--- config.mk ---
export PLATFORM = sky130hd
export DESIGN_NAME = spdif_lock_ctrl
export DESIGN_NICKNAME = d
export VERILOG_FILES = /design/src/rtl/spdif_lock_ctrl.sv
export SDC_FILE = /design/constraint.sdc
export NUM_CORES = 1
export LEC_CHECK = 0
export CORE_MARGIN = 3
export CORE_UTILIZATION = 64
export CTS_CLUSTER_DIAMETER = 60
export DETAILED_ROUTE_END_ITERATION = 10
export PLACE_DENSITY_LB_ADDON = 0.15
export SLEW_MARGIN = 20
export SYNTH_ARGS = -nofsm -noshare
export SYNTH_HDL_FRONTEND = slang
export SYNTH_SLANG_ARGS = --single-unit
--- constraint.sdc ---
create_clock -name clk_in -period 7.2 [get_ports clk_in]
set_clock_uncertainty 0.15 [all_clocks]
set_input_delay 1.08 -clock clk_in [delete_from_list [all_inputs] [get_ports clk_in]]
set_output_delay 1.08 -clock clk_in [all_outputs]
set_load 0.05 [all_outputs]
--- src/rtl/spdif_lock_ctrl.sv ---
// S/PDIF receiver lock controller: sequences decoder reset, lock acquisition and settling,
// then unmutes audio and watches for lock or signal loss.
module spdif_lock_ctrl #(
  parameter logic [23:0] ACQ_TIMEOUT   = 24'd10_000_000,
  parameter logic [15:0] SETTLE_CYCLES = 16'd1024,
  parameter logic [15:0] LOSS_TIMEOUT  = 16'd4096,
  parameter logic [7:0]  RST_CYCLES    = 8'd16
) (
  input  logic       clk_in,
  input  logic       resetb,
  input  logic       enable,
  input  logic       audio_locked,
  input  logic       edgedetect,
  output logic       dec_resetb,
  output logic       mute,
  output logic       locked_out,
  output logic       loss_err,
  output logic [3:0] retry_cnt,
  output logic [2:0] state
);

  typedef enum logic [2:0] {
    StIdle     = 3'd0,
    StResetDec = 3'd1,
    StAcquire  = 3'd2,
    StSettle   = 3'd3,
    StLocked   = 3'd4
  } state_e;

  localparam logic [23:0] AcqLast    = ACQ_TIMEOUT - 24'd1;
  localparam logic [23:0] SettleLast = {8'd0, SETTLE_CYCLES} - 24'd1;
  localparam logic [23:0] RstLast    = {16'd0, RST_CYCLES} - 24'd1;

  state_e      state_q, state_d;
  logic [23:0] phase_q, phase_d;
  logic [15:0] gap_q, gap_d;
  logic        edge_q;
  logic        rx_edge;
  logic [3:0]  retry_q, retry_d, retry_inc;
  logic        loss_d;
  logic        dec_resetb_q, mute_q, locked_q, loss_q;

  // Gap counter runs in every state so a dead line is already known on entering LOCKED.
  always_comb begin
    rx_edge = edgedetect ^ edge_q;
    gap_d   = gap_q;
    if (rx_edge) begin
      gap_d = '0;
    end else if (gap_q != LOSS_TIMEOUT) begin
      gap_d = gap_q + 16'd1;
    end
  end

  always_comb begin
    state_d   = state_q;
    retry_d   = retry_q;
    loss_d    = 1'b0;
    retry_inc = (retry_q == 4'd15) ? retry_q : retry_q + 4'd1;
    if (!enable) begin
      state_d = StIdle;
    end else begin
      unique case (state_q)
        StIdle: state_d = StResetDec;
        StResetDec: begin
          if (phase_q == RstLast) state_d = StAcquire;
        end
        StAcquire: begin
          if (audio_locked) begin
            state_d = StSettle;
          end else if (phase_q == AcqLast) begin
            state_d = StResetDec;
            retry_d = retry_inc;
          end
        end
        StSettle: begin
          if (!audio_locked) begin
            state_d = StAcquire;
          end else if (phase_q == SettleLast) begin
            state_d = StLocked;
          end
        end
        StLocked: begin
          // Unlock and gap timeout together still yield a single pulse.
          if (!audio_locked || (gap_q == LOSS_TIMEOUT)) begin
            state_d = StResetDec;
            loss_d  = 1'b1;
            retry_d = retry_inc;
          end
        end
        default: state_d = StIdle;
      endcase
    end
    if (state_d == StIdle) retry_d = '0;
  end

  always_comb begin
    phase_d = phase_q;
    if (state_d != state_q) begin
      phase_d = '0;
    end else if ((state_q == StResetDec) || (state_q == StAcquire) || (state_q == StSettle)) begin
      phase_d = phase_q + 24'd1;
    end
  end

  // Outputs are registered from the next state so they line up with the state register.
  always_ff @(posedge clk_in or negedge resetb) begin
    if (!resetb) begin
      state_q      <= StIdle;
      phase_q      <= '0;
      gap_q        <= '0;
      edge_q       <= 1'b0;
      retry_q      <= '0;
      dec_resetb_q <= 1'b0;
      mute_q       <= 1'b1;
      locked_q     <= 1'b0;
      loss_q       <= 1'b0;
    end else begin
      state_q      <= state_d;
      phase_q      <= phase_d;
      gap_q        <= gap_d;
      edge_q       <= edgedetect;
      retry_q      <= retry_d;
      dec_resetb_q <= (state_d == StAcquire) || (state_d == StSettle) || (state_d == StLocked);
      mute_q       <= (state_d != StLocked);
      locked_q     <= (state_d == StLocked);
      loss_q       <= loss_d;
    end
  end

  assign dec_resetb = dec_resetb_q;
  assign mute       = mute_q;
  assign locked_out = locked_q;
  assign loss_err   = loss_q;
  assign retry_cnt  = retry_q;
  assign state      = state_q;

endmodule

==> reports/qor.yml <==
clock_network:
  cts_resized: 0
  clock_latency_ns: 0.30
  cts_tree: "yes"
  cts_sinks: 52
  path_clk_slew_ns: 0.09
  cts-root-buf: "clkbuf_8"
  cts_inserted_buffers: 5
  post_cts_buffers: 0
  ctsHoldBuffers: 0
  h-tree-depth: 2
  clockBufferDepth: 2
place:
  place.gp.congestion: 0.874
  portBuffers: 15
  dpl.hpwl_um: 3810
  dp_cells: 355
drt:
  detail_route.iter0.violations: 175
  drtAntennaViolNets: 0
  vias: 2271
  drc: 0
  routed_wl_um: 5510
  post_drt_via_cell_ratio: 6.26
  wl_per_cell_um: 15.2
  firstDrtPassIters: 4
global_routing:
  track_usage_pct: 22.7
  grt_overflow: 0
  grt_pass1_wl_um: 9560
  antenna_found_initial: 0
  grt_pass1_vias: 2123
  grt_max_degree: 53
final_layout:
  antenna_cells: 0
  drive_gt1_share_pct: 6.71
  regArea_um2: 1300
  areaGrowthSynthToFinish_pct: 9.40
  fillers: 307
  fin_cells: 363
  multi_input_area_um2: 1450
  nets: 321
  fin_util_pct: 75.2
synth:
  synth.most_common_cell: "dfrtp_1"
  yosysTopAreaCell: "dfrtp_1"
  avgSynthCellArea_um2: 9.43
  synth-edff-count: 0
  synth-main-ff-cell: "dfrtp_1"
  synth_common_cells: "dfrtp_1, nor2_1, xor2_1"
  synth_area_um2: 2850
  syn_nets: 311
  ys_seq_area_share_pct: 45.7
  ys_top_cells_by_area: "dfrtp_1, xor2_1, nor3_1"
  async_flop_share_pct: 100
  synth-seq-cells: 52
  synthDominantCellAreaShare_pct: 44.8
  yosysWarningCount: 0
  syn-instance-count: 302
  yosysUniqueCellTypes: 53
job:
  drv_cap: 0
setup_path:
  critPathBufInv: 1
  cp_cell_sequence: "clkdlybuf4s50_1"
  criticalPathCategory: "reg -> out"
  cp-end-kind: "primary output"
  slowest_delay_ns: 0.89
  critical-path-top-delay-family: "buffers and inverters"
  required_ns: 5.97
  crit_arrival_ns: 1.85
  crit_path_max_fanout: 17
  cp-start-kind: "flip-flop"
  crit_slowest_cell: "clkdlybuf4s50_1"
sta:
  relSlewSlack_pct: 43.4
  rsz0062_at_grt: "no"
  whs_ns: 0.374
  period_minus_slack_ns: 3.08
  timing.final.max_slew_violations: 0
  tightestPinTransition_ns: 0.842
  tns_ns: 0
  hold_viol: 0
  period_share_pct: 42.7
  final-setup-viol-count: 0
  fmax_mhz: 325
die:
  initial_utilization_pct: 68.7
  ioPinCount: 16
  die_y_um: 72.7
  rows: 23
  dieArea_um2: 5290
  core_area_um2: 4140
  die_w_um: 72.7
power:
  p_total_uw: 538
  peakVddDrop_uv: 115
  p_per_area_nw_per_um2: 173
  p_leak_nw: 1.31
status:
  outcome: "complete, no violations"
min_path:
  min_path_type: "reg -> reg"
[flip-flops by register name, summed over array words and instances (netlist names)]
signal and flops:
retry_cnt 4, loss_err 1, dec_resetb 1, state 3
phase_q 24, gap_q 16, edge_q 1, mute 1
locked_out 1
[final timing paths]
check,start,end,slack (ns),cells after the start
min in group asynchronous,resetb,gap_q[4],0.63,1
max in group asynchronous,resetb,gap_q[11],5.83,1
worst max register to register,phase_q[16],phase_q[10],4.30,6
worst min register to register,retry_cnt[3],retry_cnt[3],0.37,1
worst max-delay path,state[1],state[1],4.12,1
worst min-delay path,retry_cnt[3],retry_cnt[3],0.37,1
[through the flow]
| step | setup slack [ns] | cell area (um2) |
|---|---|---|
| floorplan | 4.72 | 2850 |
| global placement | 4.01 | 2990 |
| detailed placement | 3.88 | 2990 |
| CTS | 4.12 | 3110 |
| global route | 4.05 | 3120 |
| finish | 4.12 | 3120 |
[power by group]
part	internal [mW]	leakage (nW)	switching (mW)
logic	0.0126	0.537	0.0235
registers	0.296	0.715	0.00511
clock network	0.105	0.0558	0.0953
total	0.414	1.31	0.124
[per-layer routing]
layer | part of all wire, % | wire length (um) | track usage (%) | vias up
met3 | 3.1 | 171 | 4.27 | 7
li1 | - | - | - | 1103
met2 | 49 | 2690 | 37.5 | 41
met5 | 0 | 0 | 0 | -
met4 | 1.1 | 62 | 6.56 | 0
met1 | 47 | 2580 | 30.5 | 1120
[area by class of cell]
type	count	share of cell area, %
Timing Repair Buffer	16	4.98
Inverter	8	0.964
Clock inverter	2	1.24
Tap cell	50	2.01
Sequential cell	52	41.8
Clock buffer	6	2.33
Multi-Input combinational cell	229	46.7
[placed cells by master, fill, tap and decap left out, types with 3 or more instances in the layout]
cell	synthesis	final
o21ai_0	6	6
dfrtp_1	51	51
nor4_1	7	7
nor3_1	26	26
inv_1	8	8
xnor2_1	8	8
a21oi_1	5	5
mux2i_1	3	3
ha_1	4	4
clkbuf_8	0	5
clkdlybuf4s50_1	0	14
xor2_1	28	27
nand2_1	25	25
and3_1	9	9
nor2_1	31	31
or3_1	4	4
nand3_1	19	19
nand4_1	13	13
[cell families after synthesis]
family,after synthesis,share of synthesized area [%]
AOI/OAI and AO/OA,31,8.17
xor gates and xnor gates,36,11.1
DFF,52,45.7
and+or+nand+nor,154,28.3
muxes,4,1.45
buffers and inverters,21,3.47
adders and majority gates,4,1.76
Note: power is estimated with default switching activity, not from simulation.
